$ cat config.mk
export PLATFORM = sky130hd
export DESIGN_NAME = mon_mem_arb_flat
export DESIGN_NICKNAME = d
export VERILOG_FILES = /design/src/rtl/mon_mem_arb_if.sv /design/src/rtl/mon_mem_arb.sv /design/src/flat_wrapper.sv
export SDC_FILE = /design/constraint.sdc
export NUM_CORES = 1
export LEC_CHECK = 0
export BUFFER_PORTS_ARGS = -buffer_cell sky130_fd_sc_hd__buf_2
export CAP_MARGIN = 20
export CORE_MARGIN = 2
export CORE_UTILIZATION = 39
export CTS_CLUSTER_SIZE = 14
export DETAILED_ROUTE_END_ITERATION = 6
export PLACE_DENSITY = 0.74
export SLEW_MARGIN = 15
export SYNTH_ARGS = -nofsm -noshare
export SYNTH_HDL_FRONTEND = slang
export SYNTH_SLANG_ARGS = --single-unit
$ cat constraint.sdc
create_clock -name clk -period 6.2 [get_ports clk]
set_input_delay 1.24 -clock clk [delete_from_list [all_inputs] [get_ports clk]]
set_output_delay 1.24 -clock clk [all_outputs]
set_load 0.005 [all_outputs]
$ cat src/rtl/mon_mem_arb_if.sv
// rtl/mon_mem_arb_if.sv - bundle of requester, memory and error signals around mon_mem_arb
interface mon_mem_arb_if;
   logic        m_read_req;
   logic        m_write_req;
   logic [31:0] m_adr;
   logic [31:0] m_wdata;
   logic        m_read_valid;
   logic        m_write_finish;
   logic [31:0] m_rdata;
   logic        c_read_req;
   logic        c_write_req;
   logic [31:0] c_adr;
   logic [31:0] c_wdata;
   logic        c_read_valid;
   logic        c_write_finish;
   logic [31:0] c_rdata;
   logic        mem_req;
   logic        mem_we;
   logic [31:0] mem_adr;
   logic [31:0] mem_wdata;
   logic        mem_ack;
   logic [31:0] mem_rdata;
   logic        err_tmo;
   logic        err_src;
   logic        err_clr;

   modport slave (
      input  m_read_req, m_write_req, m_adr, m_wdata,
      input  c_read_req, c_write_req, c_adr, c_wdata,
      input  mem_ack, mem_rdata, err_clr,
      output m_read_valid, m_write_finish, m_rdata,
      output c_read_valid, c_write_finish, c_rdata,
      output mem_req, mem_we, mem_adr, mem_wdata,
      output err_tmo, err_src
   );

   modport master (
      output m_read_req, m_write_req, m_adr, m_wdata,
      output c_read_req, c_write_req, c_adr, c_wdata,
      output mem_ack, mem_rdata, err_clr,
      input  m_read_valid, m_write_finish, m_rdata,
      input  c_read_valid, c_write_finish, c_rdata,
      input  mem_req, mem_we, mem_adr, mem_wdata,
      input  err_tmo, err_src
   );
endinterface

$ cat src/rtl/mon_mem_arb.sv
// rtl/mon_mem_arb.sv - two-requester memory arbiter with timeout abort
module mon_mem_arb #(
   parameter int TMO      = 1024,
   parameter int TMO_W    = 11,
   parameter int MON_PRIO = 0
) (
   input  logic         clk,
   input  logic         rst,
   mon_mem_arb_if.slave bus
);
   typedef enum logic [1:0] {IDLE, RD_WAIT, WR_WAIT, DONE} state_t;

   state_t           state_q, state_d;
   logic [TMO_W-1:0] cnt_q, cnt_d;
   logic             last_grant_q, last_grant_d;
   logic             gnt_q, gnt_d;
   logic             mem_req_q, mem_req_d;
   logic             mem_we_q, mem_we_d;
   logic [31:0]      mem_adr_q, mem_adr_d;
   logic [31:0]      mem_wdata_q, mem_wdata_d;
   logic             m_read_valid_q, m_read_valid_d;
   logic             m_write_finish_q, m_write_finish_d;
   logic             c_read_valid_q, c_read_valid_d;
   logic             c_write_finish_q, c_write_finish_d;
   logic [31:0]      m_rdata_q, m_rdata_d;
   logic [31:0]      c_rdata_q, c_rdata_d;
   logic             err_tmo_q, err_tmo_d;
   logic             err_src_q, err_src_d;

   logic             m_act, c_act, pick_c, sel_we, timed_out, finish;
   logic [31:0]      sel_adr, sel_wdata, rdata_res;

   always_comb begin
      m_act     = bus.m_read_req | bus.m_write_req;
      c_act     = bus.c_read_req | bus.c_write_req;
      // last_grant: 0 = monitor, 1 = CPU; a contested grant goes to the other one
      pick_c    = c_act & (~m_act | ((MON_PRIO == 0) & ~last_grant_q));
      sel_we    = pick_c ? bus.c_write_req : bus.m_write_req;
      sel_adr   = pick_c ? bus.c_adr : bus.m_adr;
      sel_wdata = pick_c ? bus.c_wdata : bus.m_wdata;
      timed_out = (cnt_q == TMO_W'(TMO - 1));
      finish    = bus.mem_ack | timed_out;
      rdata_res = bus.mem_ack ? bus.mem_rdata : 32'hDEAD_BEEF;

      state_d          = state_q;
      cnt_d            = cnt_q;
      last_grant_d     = last_grant_q;
      gnt_d            = gnt_q;
      mem_req_d        = mem_req_q;
      mem_we_d         = mem_we_q;
      mem_adr_d        = mem_adr_q;
      mem_wdata_d      = mem_wdata_q;
      m_read_valid_d   = 1'b0;
      m_write_finish_d = 1'b0;
      c_read_valid_d   = 1'b0;
      c_write_finish_d = 1'b0;
      m_rdata_d        = m_rdata_q;
      c_rdata_d        = c_rdata_q;
      err_tmo_d        = err_tmo_q & ~bus.err_clr;
      err_src_d        = err_src_q;

      case (state_q)
         IDLE: begin
            if (m_act | c_act) begin
               gnt_d        = pick_c;
               last_grant_d = pick_c;
               mem_req_d    = 1'b1;
               mem_we_d     = sel_we;
               mem_adr_d    = sel_adr;
               mem_wdata_d  = sel_wdata;
               cnt_d        = '0;
               state_d      = sel_we ? WR_WAIT : RD_WAIT;
            end
         end
         RD_WAIT, WR_WAIT: begin
            if (finish) begin
               mem_req_d = 1'b0;
               state_d   = DONE;
               if (state_q == RD_WAIT) begin
                  if (gnt_q) begin
                     c_rdata_d      = rdata_res;
                     c_read_valid_d = 1'b1;
                  end else begin
                     m_rdata_d      = rdata_res;
                     m_read_valid_d = 1'b1;
                  end
               end else begin
                  c_write_finish_d = gnt_q;
                  m_write_finish_d = ~gnt_q;
               end
               // an ack on the last counted cycle still completes normally
               if (!bus.mem_ack) begin
                  err_tmo_d = 1'b1;
                  err_src_d = gnt_q;
               end
            end else begin
               cnt_d = cnt_q + 1'b1;
            end
         end
         DONE:    state_d = IDLE;
         default: state_d = IDLE;
      endcase
   end

   always_ff @(posedge clk or posedge rst) begin
      if (rst) begin
         state_q          <= IDLE;
         cnt_q            <= '0;
         last_grant_q     <= 1'b1;
         gnt_q            <= 1'b0;
         mem_req_q        <= 1'b0;
         mem_we_q         <= 1'b0;
         mem_adr_q        <= '0;
         mem_wdata_q      <= '0;
         m_read_valid_q   <= 1'b0;
         m_write_finish_q <= 1'b0;
         c_read_valid_q   <= 1'b0;
         c_write_finish_q <= 1'b0;
         m_rdata_q        <= '0;
         c_rdata_q        <= '0;
         err_tmo_q        <= 1'b0;
         err_src_q        <= 1'b0;
      end else begin
         state_q          <= state_d;
         cnt_q            <= cnt_d;
         last_grant_q     <= last_grant_d;
         gnt_q            <= gnt_d;
         mem_req_q        <= mem_req_d;
         mem_we_q         <= mem_we_d;
         mem_adr_q        <= mem_adr_d;
         mem_wdata_q      <= mem_wdata_d;
         m_read_valid_q   <= m_read_valid_d;
         m_write_finish_q <= m_write_finish_d;
         c_read_valid_q   <= c_read_valid_d;
         c_write_finish_q <= c_write_finish_d;
         m_rdata_q        <= m_rdata_d;
         c_rdata_q        <= c_rdata_d;
         err_tmo_q        <= err_tmo_d;
         err_src_q        <= err_src_d;
      end
   end

   assign bus.mem_req        = mem_req_q;
   assign bus.mem_we         = mem_we_q;
   assign bus.mem_adr        = mem_adr_q;
   assign bus.mem_wdata      = mem_wdata_q;
   assign bus.m_read_valid   = m_read_valid_q;
   assign bus.m_write_finish = m_write_finish_q;
   assign bus.m_rdata        = m_rdata_q;
   assign bus.c_read_valid   = c_read_valid_q;
   assign bus.c_write_finish = c_write_finish_q;
   assign bus.c_rdata        = c_rdata_q;
   assign bus.err_tmo        = err_tmo_q;
   assign bus.err_src        = err_src_q;
endmodule

$ cat src/flat_wrapper.sv
// flat-port wrapper written by rule: the top's interface ports become plain ports
module mon_mem_arb_flat 
#(
   parameter int TMO      = 1024,
   parameter int TMO_W    = 11,
   parameter int MON_PRIO = 0
)
  (clk, rst, bus_m_read_req, bus_m_write_req, bus_m_adr, bus_m_wdata, bus_c_read_req, bus_c_write_req, bus_c_adr, bus_c_wdata, bus_mem_ack, bus_mem_rdata, bus_err_clr, bus_m_read_valid, bus_m_write_finish, bus_m_rdata, bus_c_read_valid, bus_c_write_finish, bus_c_rdata, bus_mem_req, bus_mem_we, bus_mem_adr, bus_mem_wdata, bus_err_tmo, bus_err_src);
  mon_mem_arb_if bus_i ();
  input  logic clk;
  input  logic rst;
  input wire logic [$bits(bus_i.m_read_req)-1:0] bus_m_read_req;
  input wire logic [$bits(bus_i.m_write_req)-1:0] bus_m_write_req;
  input wire logic [$bits(bus_i.m_adr)-1:0] bus_m_adr;
  input wire logic [$bits(bus_i.m_wdata)-1:0] bus_m_wdata;
  input wire logic [$bits(bus_i.c_read_req)-1:0] bus_c_read_req;
  input wire logic [$bits(bus_i.c_write_req)-1:0] bus_c_write_req;
  input wire logic [$bits(bus_i.c_adr)-1:0] bus_c_adr;
  input wire logic [$bits(bus_i.c_wdata)-1:0] bus_c_wdata;
  input wire logic [$bits(bus_i.mem_ack)-1:0] bus_mem_ack;
  input wire logic [$bits(bus_i.mem_rdata)-1:0] bus_mem_rdata;
  input wire logic [$bits(bus_i.err_clr)-1:0] bus_err_clr;
  output wire logic [$bits(bus_i.m_read_valid)-1:0] bus_m_read_valid;
  output wire logic [$bits(bus_i.m_write_finish)-1:0] bus_m_write_finish;
  output wire logic [$bits(bus_i.m_rdata)-1:0] bus_m_rdata;
  output wire logic [$bits(bus_i.c_read_valid)-1:0] bus_c_read_valid;
  output wire logic [$bits(bus_i.c_write_finish)-1:0] bus_c_write_finish;
  output wire logic [$bits(bus_i.c_rdata)-1:0] bus_c_rdata;
  output wire logic [$bits(bus_i.mem_req)-1:0] bus_mem_req;
  output wire logic [$bits(bus_i.mem_we)-1:0] bus_mem_we;
  output wire logic [$bits(bus_i.mem_adr)-1:0] bus_mem_adr;
  output wire logic [$bits(bus_i.mem_wdata)-1:0] bus_mem_wdata;
  output wire logic [$bits(bus_i.err_tmo)-1:0] bus_err_tmo;
  output wire logic [$bits(bus_i.err_src)-1:0] bus_err_src;
  assign bus_i.m_read_req = bus_m_read_req;
  assign bus_i.m_write_req = bus_m_write_req;
  assign bus_i.m_adr = bus_m_adr;
  assign bus_i.m_wdata = bus_m_wdata;
  assign bus_i.c_read_req = bus_c_read_req;
  assign bus_i.c_write_req = bus_c_write_req;
  assign bus_i.c_adr = bus_c_adr;
  assign bus_i.c_wdata = bus_c_wdata;
  assign bus_i.mem_ack = bus_mem_ack;
  assign bus_i.mem_rdata = bus_mem_rdata;
  assign bus_i.err_clr = bus_err_clr;
  assign bus_m_read_valid = bus_i.m_read_valid;
  assign bus_m_write_finish = bus_i.m_write_finish;
  assign bus_m_rdata = bus_i.m_rdata;
  assign bus_c_read_valid = bus_i.c_read_valid;
  assign bus_c_write_finish = bus_i.c_write_finish;
  assign bus_c_rdata = bus_i.c_rdata;
  assign bus_mem_req = bus_i.mem_req;
  assign bus_mem_we = bus_i.mem_we;
  assign bus_mem_adr = bus_i.mem_adr;
  assign bus_mem_wdata = bus_i.mem_wdata;
  assign bus_err_tmo = bus_i.err_tmo;
  assign bus_err_src = bus_i.err_src;
  mon_mem_arb #(.TMO(TMO), .TMO_W(TMO_W), .MON_PRIO(MON_PRIO)) u_core (.clk(clk), .rst(rst), .bus(bus_i));
endmodule
# ---- Word level (Yosys, flattened, before mapping)
# Index checks and enable logic that the tools add are counted.
# Widths: inputs -> output; s select.
dict set report totals {
  inputBits 168
  regBits 151
  wordCells 77
}
dict set report op_classes {
  eq_ne 7
  bitwise 12
  n_mux 31
  addsub 1
  n_reduce_logical 10
}
# op n
set op_table {}
lappend op_table {{$mux 32} 3}
lappend op_table {{$mux 11} 2}
lappend op_table {{$pmux 11 s2} 1}
lappend op_table {{$mux 1} 20}
lappend op_table {{$add 11x1->11 const B} 1}
lappend op_table {{$eq 11x10->1 const B} 1}
lappend op_table {{$reduce_and 3->1} 3}
lappend op_table {{$reduce_and 4->1} 2}
lappend op_table {{$mux 2} 3}
lappend op_table {{$pmux 2 s3} 1}
lappend op_table {{$not 1->1} 5}
lappend op_table {{$or 1x1->1} 5}
lappend op_table {{$eq 2x2->1 const B} 2}
lappend op_table {{$ne 2x1->1 const B} 2}
lappend op_table {{$reduce_and 2->1} 2}
lappend op_table {{$and 1x1->1} 2}
lappend op_table {{$eq 2x1->1 const B} 1}
lappend op_table {{$logic_not 2->1} 1}
lappend op_table {{$ne 2x2->1 const B} 1}
lappend op_table {{$pmux 1 s2} 1}
lappend op_table {{$reduce_bool 2->1} 1}
lappend op_table {{$reduce_or 2->1} 1}

# ---- Logic depth before layout (Yosys ltp)
# Gate-level depths: netlist of the first run.
dict set report depth {
  depth_word 8
  mapped_depth 7
}

# ---- Least setup slack after synthesis of the first run
# Ideal clock, no wire load.
dict set report synth_path {
  path_type {input to register}
  start {in bus_c_write_req}
  end {reg u_core.mem_wdata_q[10] (netlist: u_core.bus.mem_wdata[10])}
  arrival_ns 2.295
  path_slack_ns 3.777
  setup_ns 0.127
  stages 5
  cell_sequence {or4_4 > nand2_2 > buf_4 > buf_2 > o21ai_0}
}
dict set report synth_between {
  elab_chain_len 3
  word_cells_on_any_way 5
  cone_classes {1 x mux; 3 x bitwise; 1 x reduce/logical}
}
# element line
set synth_lines {}
lappend synth_lines {{start, declared} flat_wrapper.sv:17} ;# input wire logic [$bits(bus_i.c_write_req)-1:0] bus_c_write_req;
lappend synth_lines {{$or 1x1->1 (*)} mon_mem_arb.sv:35} ;# c_act = bus.c_read_req | bus.c_write_req;
lappend synth_lines {{$and 1x1->1 / $or 1x1->1 (equally long branches)} {mon_mem_arb.sv:37, mon_mem_arb.sv:64}}
lappend synth_lines {{$mux 32 / $reduce_and 2->1 (equally long branches)} -}
lappend synth_lines {{end signal, assigned} mon_mem_arb.sv:131} ;# mem_wdata_q <= mem_wdata_d;
lappend synth_lines {{end, declared} mon_mem_arb.sv:20} ;# logic [31:0] mem_wdata_q, mem_wdata_d;
# Every way passes the cells marked *; elsewhere a longest branch is shown, timed or not.
# A chain may end at the register's enable or synchronous reset.

# ---- Worst setup path in the final report of the first run
dict set report layout_path {
  start {in bus_c_write_req}
  end {reg u_core.mem_adr_q[9] (netlist: u_core.bus.mem_adr[9])}
}
dict set report layout_between {
  elab_chain_len 3
  word_cells_on_any_way 5
  cone_classes {1 x mux; 3 x bitwise; 1 x reduce/logical}
}
# element line
set layout_lines {}
lappend layout_lines {{$or 1x1->1 (*)} mon_mem_arb.sv:35}
lappend layout_lines {{$and 1x1->1 / $or 1x1->1 (equally long branches)} {mon_mem_arb.sv:37, mon_mem_arb.sv:64}}
lappend layout_lines {{$mux 32 / $reduce_and 2->1 (equally long branches)} -}
lappend layout_lines {{end signal, assigned} mon_mem_arb.sv:130} ;# mem_adr_q <= mem_adr_d;
lappend layout_lines {{end, declared} mon_mem_arb.sv:19} ;# logic [31:0] mem_adr_q, mem_adr_d;
# Marked as above.

==> out/results.ini, run 1 <==
[finish]
diodes = 0
final_cells = 1079
layout-drive-gt1-share_pct = 41.2
syn2layout_area_growth_pct = 33.9
layout.nets = 1018

[worst_setup_path]
startpoint = bus_c_write_req
cp.arrival_ns = 3.25
endpoint_kind = flop
startpoint_type = primary input
worstPathRequired_ns = 6.46
critical_path_class = primary input to flop
worstReg2RegStart = u_core.state_q[0]
critPathMaxFanout = 46

[sta]
fin_skew_ns = 0.00868
worst_slew_pin_slew_ns = 1.04
fin_tns_setup_ns = 0
period_minus_slack_ns = 2.99
relSlewSlack_pct = 30.3
fmax_ghz = 0.335
post-route-period-util_pct = 48.2
whs_ns = 0.471
maxSlewViolCount = 0
setup_violations = 0
finalHoldViolCount = 0
grt_setup_unrepaired = no

[power_and_ir_drop]
powerDensity_nw_per_um2 = 492
p_leak_nw = 4.41
ir_drop_mv = 0.206

[die]
ios = 304
initial_utilization_pct = 39.7
die_h_um = 134
rows = 47
die_area_um2 = 17800
core_um2 = 16500
die_w_um = 134

[drt]
wl_per_cell_um = 16.0
num_vias = 5330
first_iter_violations = 175
vias_per_cell = 4.94
firstDrtPassIters = 4
drc = 0
wirelength_mm = 17.2
drtAntennaViolNets = 0

[clock_tree]
clk_pin_slew_worst_paths_ns = 0.06
clock_sinks = 151
ctsHoldBuffers = 0
insertion_delay_ns = 0.41
post_cts_buffers = 0
cts_max_level = 4
clockBufferDepth = 2
cts_buffers = 17
cts_resized = 0
root_buffer = clkbuf_16
cts_tree = yes

[global_route]
grt-ovfl-total = 0
first_global_vias = 5288
antenna_found_initial = 0
grt_use_total_pct = 19.5
grt_first_pass_wirelength_mm = 27.3
grt_max_degree = 133

[place]
place_congestion = 0.820
dp_hpwl_mm = 12.9
place_inst = 1047
port_buffers = 303

[outcome]
outcome = completed

[yosys]
synthCells = 556
synth_area_um2 = 6540
ys_seq_area_share_pct = 57.8
synth_edf_count = 0
netlist-cell-type-count = 54
synthFlopType = dfrtp_1
async_flop_share_pct = 100
synth_warnings = 0
syn_nets = 728
synth_seq_cells = 151
syn_area_per_cell_um2 = 11.8

[hold_path]
hp-start = u_core.bus.mem_wdata[20]
hold_path.class = flop to flop

[run]
cap_violations = 0

==> cell families (layout without fill, tap and decap cells) <==
group	after synthesis	after routing	share of synthesized area, %
and+or+nand+nor	126	126	9.32
buffers and inverters	43	346	3.98
DFF	151	151	57.8
adders and majority gates	4	4	0.765
AOI/OAI and AO/OA	166	166	18.0
muxes	66	66	10.1
==> through the flow <==
step | setup slack (ns) | total power [mW] | utilization, % | area [µm²]
6_report | 3.21 | 4.31 | 53.2 | 8760
5_1_grt | 3.09 | 4.63 | 53.2 | 8760
4_1_cts | 3.21 | 4.37 | 53.2 | 8750
3_5_place_dp | 2.76 | 3.30 | 49.5 | 8150
3_3_place_gp | 2.82 | 3.25 | 49.5 | 8150
2_1_floorplan | 0.897 | 2.63 | - | 6540
==> worst paths after layout <==
| check | end | slack, ns | depth (start not counted) |
|---|---|---|---|
| min | u_core.bus.mem_wdata[20] | 0.47 | 2 |
| min in group asynchronous | u_core.bus.m_rdata[15] | 0.98 | 2 |
| max in group asynchronous | u_core.bus.mem_wdata[14] | 3.93 | 3 |
| max reg2reg | u_core.bus.m_rdata[3] | 3.62 | 4 |
| max | u_core.bus.mem_adr[9] | 3.21 | 5 |
| min reg2reg | u_core.bus.mem_wdata[20] | 0.47 | 2 |
==> critical path, cell delays in order <==
cell,delay (ns)
buf_2,0.14
o21ai_4,0.71
buf_4,0.73
mux2i_1,0.31
o21ai_0,0.10
==> placed cells by master, fill, tap and decap left out, types with 3 or more instances in the layout <==
cell and instances:
mux2i_1 64, a22o_1 17, o21ai_0 67, inv_1 6, clkbuf_16 17, and3_1 3, inv_8 4, a21o_1 4
or4_1 4, inv_6 7, o21ai_1 6, or3_1 3, nand3_1 12, nor2_1 6, o22a_1 48, nand2_1 79
dfrtp_1 150, a21oi_1 4, buf_2 303, nor3_1 3, o211ai_1 5, ha_1 4
==> area by class of cell <==
type | count | area, µm²
repair buffers | 305 | 1530
flip-flops and latches | 151 | 3780
inverters | 9 | 43.8
well taps | 220 | 275
fillers | 1502 | 7700
clock buffers | 17 | 425
multi-input cells | 362 | 2530
clock inverters | 15 | 179
==> synthesized netlist by cell type (2+ instances only) <==
| cell type | instances | area (µm²) |
|---|---|---|
| o21ai_1 | 7 | 35.0 |
| buf_2 | 9 | 45.0 |
| and3_1 | 3 | 18.8 |
| ha_1 | 4 | 50.1 |
| nand4b_1 | 2 | 17.5 |
| inv_1 | 7 | 26.3 |
| nand3_4 | 2 | 35.0 |
| buf_12 | 2 | 40.0 |
| clkbuf_1 | 10 | 37.5 |
| or3_1 | 3 | 18.8 |
| o211ai_1 | 5 | 37.5 |
| o22a_1 | 48 | 420 |
| a21oi_1 | 4 | 20.0 |
| a22o_1 | 17 | 149 |
| or4_1 | 4 | 30.0 |
| buf_4 | 11 | 82.6 |
| dfrtp_1 | 150 | 3750 |
| a21o_1 | 4 | 30.0 |
| nor2_1 | 6 | 22.5 |
| mux2i_1 | 64 | 641 |
| mux2_2 | 2 | 22.5 |
| o21ai_0 | 67 | 335 |
| nand3_1 | 12 | 60.1 |
| nor4_1 | 2 | 12.5 |
| nor3_1 | 3 | 15.0 |
| o311ai_1 | 2 | 17.5 |
| nand2_1 | 79 | 297 |
==> sequential cells by signal (all words and copies together), names as in the netlist <==
register	flops
u_core.bus.c_rdata	32
u_core.bus.c_read_valid	1
u_core.bus.c_write_finish	1
u_core.bus.err_src	1
u_core.bus.err_tmo	1
u_core.bus.m_rdata	32
u_core.bus.m_read_valid	1
u_core.bus.m_write_finish	1
u_core.bus.mem_adr	32
u_core.bus.mem_req	1
u_core.bus.mem_wdata	32
u_core.bus.mem_we	1
u_core.cnt_q	11
u_core.gnt_q	1
u_core.last_grant_q	1
u_core.state_q	2
==> layer usage <==
| metal | global-route usage, % | vias up | share of wire [%] |
|---|---|---|---|
| met5 | 0 | - | 0 |
| met1 | 24.7 | 2477 | 43 |
| met4 | 5.85 | 0 | 1.8 |
| li1 | - | 2624 | - |
| met2 | 33.0 | 212 | 49 |
| met3 | 5.25 | 17 | 6.1 |
==> where the power goes <==
part / internal, mW / switching [mW]
Sequential: 1.43 / 0.222
Clock: 0.611 / 0.446
Combinational: 0.747 / 0.856
Total: 2.78 / 1.52
(Power assumes the default switching activity.)
==> run 2: changes to the inputs <==
--- a/config.mk
+++ b/config.mk
@@ -5,13 +5,14 @@
 export SDC_FILE = /design/constraint.sdc
 export NUM_CORES = 1
 export LEC_CHECK = 0
+export ABC_AREA = 1
 export BUFFER_PORTS_ARGS = -buffer_cell sky130_fd_sc_hd__buf_2
 export CAP_MARGIN = 20
 export CORE_MARGIN = 2
 export CORE_UTILIZATION = 39
 export CTS_CLUSTER_SIZE = 14
 export DETAILED_ROUTE_END_ITERATION = 6
-export PLACE_DENSITY = 0.74
+export PLACE_DENSITY = 0.73
 export SLEW_MARGIN = 15
 export SYNTH_ARGS = -nofsm -noshare
 export SYNTH_HDL_FRONTEND = slang
==> constraint.sdc (replaced) <==
create_clock -name clk -period 3 [get_ports clk]
set_input_delay 0.6 -clock clk [delete_from_list [all_inputs] [get_ports clk]]
set_output_delay 0.6 -clock clk [all_outputs]
set_load 0.005 [all_outputs]
==> run 2 against run 1 <==
  * Die area grew 3.1%
  * Sequential power up 110%
  * Count of clock-buffer cells in the layout increased by 3
  * Utilization shrank 0.18 points
  * Critical path depth grew 5
  * Total power rose by 110%
  * Non-clock buffer count is 14 higher
  * Clock power increased by 110%
  * Largest cell class unchanged
  * Combinational power rose by 120%
==> out/results.ini, run 2 <==
[outcome]
outcome = completed

[die]
die_w_um = 136  ; +1.6%
rows = 48  ; +2.1%
die_area_um2 = 18400  ; +3.1%
core_um2 = 17100  ; +4.0%
die_h_um = 136  ; +1.6%
ios = 304  ; unchanged
initial_utilization_pct = 39.5  ; -0.27 points

[yosys]
synth_area_leaders = dfrtp_1, nand2_1, a31oi_1, nor2_1, o21ai_2
synth-adder-area-share_pct = 0.741  ; -0.024 points
synth_seq_cells = 151  ; unchanged
muxShareOfSynthArea_pct = 0  ; -10 points
syn_area_per_cell_um2 = 8.83  ; -25%
netlist-cell-type-count = 32  ; -41%
synth_top_area_share_pct = 55.6  ; -1.8 points
synth_warnings = 0  ; unchanged
synth_most_common_cell = nand2_1
synth_area_um2 = 6750  ; +3.3%
async_flop_share_pct = 100  ; unchanged
yosys.area.top_type = dfrtp_1
synthFlopType = dfrtp_1
syn_nets = 937  ; +29%
synth_edf_count = 0  ; unchanged
synth_compound_area_share_pct = 13.9  ; -4.1 points
ys_seq_area_share_pct = 56.0  ; -1.8 points
synth_xor_area_share_pct = 0.130  ; +0.13 points
synth_top_cells_by_count = nand2_1, dfrtp_1, nor2_1
synth_top_family_by_area = simple AND/OR/NAND/NOR gates
synthCells = 765  ; +38%
yosys.area_share.simple_pct = 23.5  ; +14 points

[place]
port_buffers = 303  ; unchanged
dp_hpwl_mm = 14.4  ; +11%
place_area_um2 = 8460  ; +3.8%
place_inst = 1263  ; +21%
place_congestion = 0.855  ; +4.3%

[drt]
num_vias = 6181  ; +16%
drc = 0  ; unchanged
wl_per_cell_um = 14.6  ; -8.4%
drtAntennaViolNets = 0  ; unchanged
first_iter_violations = 315  ; +80%
wirelength_mm = 19.0  ; +10%
vias_per_cell = 4.77  ; -3.4%
firstDrtPassIters = 4  ; unchanged

[worst_setup_path]
worst-path-buf-inv = 2  ; unchanged
crit_chain = ha_1 > nand2_1 > nor2_2 > nand3_4 > nand2_4 > nand3_2 > buf_12 > buf_4 > nand2_1 > o21ai_2
r2r_setup_slack_ns = 0.67  ; -2.95 ns
critPathSlowestCell = dfrtp_1
critical_path_class = flop to flop
endpoint_kind = flop
critPathMaxFanout = 40  ; -13%
startpoint_type = flop
max_stage_delay_ns = 0.39  ; -0.34 ns
worstPathRequired_ns = 3.30  ; -3.16 ns
critPathMostFrequentCell = nand2_1
cp.arrival_ns = 2.62  ; -0.63 ns
cpLargestDelayFamily = simple AND/OR/NAND/NOR gates

[sta]
post-route-period-util_pct = 77.6
finalHoldViolCount = 0  ; unchanged
maxSlewViolCount = 0  ; unchanged
fin_tns_setup_ns = 0  ; unchanged
setup_violations = 0  ; unchanged
period_minus_slack_ns = 2.33
fmax_ghz = 0.430
worst_slew_pin_slew_ns = 0.849  ; -0.194 ns
grt_setup_unrepaired = no
relSlewSlack_pct = 43.3  ; +13 points
fin_skew_ns = 0.0120  ; +0.00327 ns

[clock_tree]
root_buffer = clkbuf_16
clock_sinks = 151  ; unchanged
ctsHoldBuffers = 0  ; unchanged
post_cts_buffers = 0  ; unchanged
cts_max_level = 4  ; unchanged
cts_buffers = 17  ; unchanged
clk_pin_slew_worst_paths_ns = 0.06  ; about the same
cts_tree = yes
cts_resized = 0  ; unchanged
insertion_delay_ns = 0.42  ; about the same
clockBufferDepth = 2  ; unchanged

[global_route]
grt_use_total_pct = 20.6  ; +1.1 points
grt_max_degree = 95  ; -29%
antenna_found_initial = 0  ; unchanged
first_global_vias = 5665  ; +7.1%
grt-ovfl-total = 0  ; unchanged
grt_first_pass_wirelength_mm = 29.6  ; +8.4%

[finish]
syn2layout_area_growth_pct = 34.4
final_util_pct = 53.0  ; -0.18 points
final_cells = 1295  ; +20%
layout-drive-gt1-share_pct = 38.0  ; -3.2 points
layout.nets = 1229  ; +21%
mostFrequentLayoutCell = buf_2
final_area_um2 = 9080  ; +3.6%
final_cell_mix = buf_2, nand2_1, dfrtp_1
diodes = 0  ; unchanged

[run]
cap_violations = 0  ; unchanged

[hold_path]
hold_path.class = primary input to async pin

[power_and_ir_drop]
p_leak_nw = 4.71  ; +6.9%
powerDensity_nw_per_um2 = 1020  ; +110%
ir_drop_mv = 0.547  ; +170%

-- run 2: worst paths after layout --
path,from,endpoint,depth (start not counted)
max in group asynchronous,rst,u_core.bus.mem_wdata[29],3
hold reg to reg,u_core.bus.m_rdata[20],u_core.bus.m_rdata[20],2
min in group clk,bus_err_clr,u_core.bus.err_tmo,2
hold / removal,rst,u_core.bus.m_rdata[2],2
setup / recovery,u_core.cnt_q[0],u_core.bus.c_rdata[26],10
setup reg to reg,u_core.cnt_q[0],u_core.bus.c_rdata[26],10
-- run 2: final cells by class --
class                   count  area [µm²]
well taps                 225         282
repair buffers            319        1700
multi-input cells         543        2600
fillers                  1627        8040
clock buffers              20         457
clock inverters            12         163
flip-flops and latches    151        3780
inverters                  25        97.6
-- run 2: per-stage QoR --
step	hold slack, ns	total power [mW]	worst slack (ns)
final	0.351	9.23	0.673
after global routing	0.376	9.94	0.429
after CTS	0.357	9.34	0.659
after detailed placement	0.461	7.06	0.676
after global placement	0.459	6.97	0.728
after floorplan	0.451	5.56	0.498
-- run 2: kinds of logic (layout without fill, tap and decap cells) --
family / Yosys count / in the layout
buffers and inverters: 71 / 376
AOI/OAI and AO/OA: 139 / 139
xor gates and xnor gates: 1 / 1
DFF: 151 / 151
adders and majority gates: 4 / 4
and+or+nand+nor: 399 / 399
-- run 2: per-layer routing --
layer  wire length [µm]  track usage, %
met2               9020            33.6
met1               7930            26.3
met4                466            8.45
met5                  0               0
met3               1550            5.24
-- run 2: report_power, final --
part           leakage (nW)  switching (mW)  internal (mW)
sequential             1.83           0.474           2.95
combinational          2.58            2.06           1.50
clock                 0.298           0.876           1.37
total                  4.71            3.41           5.82
==> run 3: changes to the inputs <==
--- a/config.mk
+++ b/config.mk
@@ -5,14 +5,14 @@
 export SDC_FILE = /design/constraint.sdc
 export NUM_CORES = 1
 export LEC_CHECK = 0
-export ABC_AREA = 1
+export ABC_AREA = 0
 export BUFFER_PORTS_ARGS = -buffer_cell sky130_fd_sc_hd__buf_2
 export CAP_MARGIN = 20
 export CORE_MARGIN = 2
 export CORE_UTILIZATION = 39
 export CTS_CLUSTER_SIZE = 14
 export DETAILED_ROUTE_END_ITERATION = 6
-export PLACE_DENSITY = 0.73
+export PLACE_DENSITY = 0.74
 export SLEW_MARGIN = 15
 export SYNTH_ARGS = -nofsm -noshare
 export SYNTH_HDL_FRONTEND = slang
==> constraint.sdc (replaced) <==
create_clock -name clk -period 2.4 [get_ports clk]
set_input_delay 0.48 -clock clk [delete_from_list [all_inputs] [get_ports clk]]
set_output_delay 0.48 -clock clk [all_outputs]
set_load 0.005 [all_outputs]
==> run 3 against run 2 <==
  * First-iteration DRC count is 36% lower
  * Sequential share of layout area is 0.84 points higher
  * Critical path type unchanged
  * Largest cell class unchanged
  * Clock power is 21% higher
  * Critical endpoint is now u_core.bus.m_rdata[21]
==> out/results.ini, run 3 (synthesis gave the netlist of run 1 again) <==
[worst_setup_path]
critPathMaxFanout = 25  ; -38%
endpoint_kind = flop
max_stage_delay_ns = 0.39  ; about the same
critPathSlowestCell = dfrtp_1
r2r-end = u_core.bus.m_rdata[21]
crit_chain = ha_1 > nand4b_1 > o31ai_4 > nand3_4 > inv_6 > o22a_1
critical_path_class = flop to flop
cp.arrival_ns = 2.31  ; -0.31 ns
ff2ff_path_depth = 6  ; -4
worstReg2RegStart = u_core.cnt_q[1]
worstPathRequired_ns = 2.75  ; -0.55 ns
startpoint_type = flop
r2r_setup_slack_ns = 0.44  ; -0.23 ns

[drt]
drtAntennaViolNets = 0  ; unchanged
vias_per_cell = 5.03  ; +5.4%
drc = 0  ; unchanged
firstDrtPassIters = 4  ; unchanged
wl_per_cell_um = 15.8  ; +7.6%
num_vias = 5490  ; -11%
wirelength_mm = 17.2  ; -9.4%
first_iter_violations = 202  ; -36%

[sta]
finalHoldViolCount = 0  ; unchanged
fmax_ghz = 0.510  ; +19%
maxSlewViolCount = 0  ; unchanged
whs_ns = 0.105  ; -0.246 ns
fin_tns_setup_ns = 0  ; unchanged
relSlewSlack_pct = 56.9  ; +14 points
worst_slew_pin_slew_ns = 0.644  ; -0.205 ns
setup_slack_ns = 0.440  ; -0.233 ns
grt_setup_unrepaired = no
setup_violations = 0  ; unchanged
period_minus_slack_ns = 1.96  ; -0.367 ns
post-route-period-util_pct = 81.7  ; +4.1 points
fin_skew_ns = 0.00894  ; -0.00301 ns

[finish]
n_fill_cell = 1459  ; -10%
syn2layout_area_growth_pct = 36.0
final_cell_mix = buf_2, dfrtp_1, nand2_1
final_util_pct = 54.0  ; +1.0 points
mostFrequentLayoutCell = buf_2
final_area_um2 = 8900  ; -2.0%
layout.nets = 1032  ; -16%
layout-drive-gt1-share_pct = 41.9  ; +3.9 points
diodes = 0  ; unchanged
final_cells = 1091  ; -16%

[power_and_ir_drop]
comb_power_share_pct = 38.0  ; -0.5 points
ir_drop_mv = 0.526  ; -3.9%
p_seq_share_pct = 38.1  ; +1.0 points
switching_share_pct = 33.9  ; -3.0 points
internal-power_mw = 7.44  ; +28%
p_leak_nw = 4.48  ; -4.9%
clockPowerShare_pct = 23.9  ; -0.4 points
power_mw = 11.3  ; +22%
powerDensity_nw_per_um2 = 1270  ; +25%
netSwitchingPower_mw = 3.82  ; +12%

[clock_tree]
cts_max_level = 4  ; unchanged
cts_resized = 0  ; unchanged
cts_buffers = 17  ; unchanged
clockBufferDepth = 2  ; unchanged
clock_sinks = 151  ; unchanged
root_buffer = clkbuf_16
cts_tree = yes
clk_pin_slew_worst_paths_ns = 0.06  ; about the same
ctsHoldBuffers = 0  ; unchanged
post_cts_buffers = 0  ; unchanged
insertion_delay_ns = 0.41  ; about the same

[die]
initial_utilization_pct = 39.7  ; +0.27 points
ios = 304  ; unchanged
die_w_um = 134  ; -1.5%
core_um2 = 16500  ; -3.8%
rows = 47  ; -2.1%
die_area_um2 = 17800  ; -3.1%
die_h_um = 134  ; -1.5%

[outcome]
outcome = completed

[global_route]
antenna_found_initial = 0  ; unchanged
grt-ovfl-total = 0  ; unchanged
first_global_vias = 5102  ; -9.9%
grt_max_degree = 68  ; -28%
grt_use_total_pct = 19.2  ; -1.4 points
grt_first_pass_wirelength_mm = 26.6  ; -9.9%

[place]
place_area_um2 = 8300  ; -1.8%
place_inst = 1061  ; -16%
place_congestion = 0.835  ; -2.3%
place_ws_ns = 0.394  ; -0.282 ns
port_buffers = 303  ; unchanged
dp_hpwl_mm = 12.8  ; -11%

[run]
cap_violations = 0  ; unchanged

[hold_path]
hold_path.class = primary input to async pin

run 3: changes by cell type in the layout (fill, tap and decap cells not counted), sizes merged, moves of 3 or more:
cell / change
mux2i: +64
a31oi: -65
a21o: +4
inv: -20
and3: +3
nand2: -197
nand3: +7
nor2: -96
a22o: +17
o211ai: +5
or4: +5
or3: +3
o22a: +48
o21ai: +3
run 3: power by group through the flow:
stage | combinational, mW | sequential [mW] | clock (mW)
2_1_floorplan | 2.41 | 4.39 | 0
3_3_place_gp | 4.22 | 4.31 | 0
3_5_place_dp | 4.35 | 4.33 | 0
4_1_cts | 4.35 | 4.30 | 2.75
5_1_grt | 4.74 | 4.43 | 2.88
6_report | 4.28 | 4.29 | 2.70
run 3: layout make-up:
cell class / count / area [µm²] / area share (%)
Timing Repair Buffer: 319 / 1690 / 19.0
Multi-Input combinational cell: 362 / 2520 / 28.3
Tap cell: 220 / 275 / 3.09
Inverter: 9 / 42.5 / 0.478
Sequential cell: 151 / 3780 / 42.5
Clock inverter: 9 / 125 / 1.41
Clock buffer: 21 / 470 / 5.29
run 3: how the worst max path moves through the flow:
stage	from	end	slack [ns]	depth (start not counted)
after floorplan	rst	u_core.bus.c_rdata[0]	0.02	1
after global placement	bus_c_write_req	u_core.bus.mem_adr[27]	0.44	5
after detailed placement	bus_c_write_req	u_core.bus.mem_adr[27]	0.39	5
after CTS	u_core.cnt_q[0]	u_core.bus.m_rdata[21]	0.43	6
after global routing	u_core.cnt_q[1]	u_core.bus.m_rdata[21]	0.31	6
final	u_core.cnt_q[1]	u_core.bus.m_rdata[21]	0.44	6
run 3: worst max-delay path: cells and delay by family (launching register included):
| family | cells | cell delay [ns] |
|---|---|---|
| AOI/OAI and AO/OA | 2 | 0.56 |
| and+or+nand+nor | 2 | 0.44 |
| DFF | 1 | 0.39 |
| adders and majority gates | 1 | 0.26 |
| buffers and inverters | 1 | 0.24 |
run 3: layer usage:
metal  routed length [µm]  track usage [%]  share of wire (%)
met2                 8380             31.6                 49
met1                 7390             24.7                 43
met4                  448             7.45                2.6
met5                    0                0                  0
met3                  978             4.60                5.7
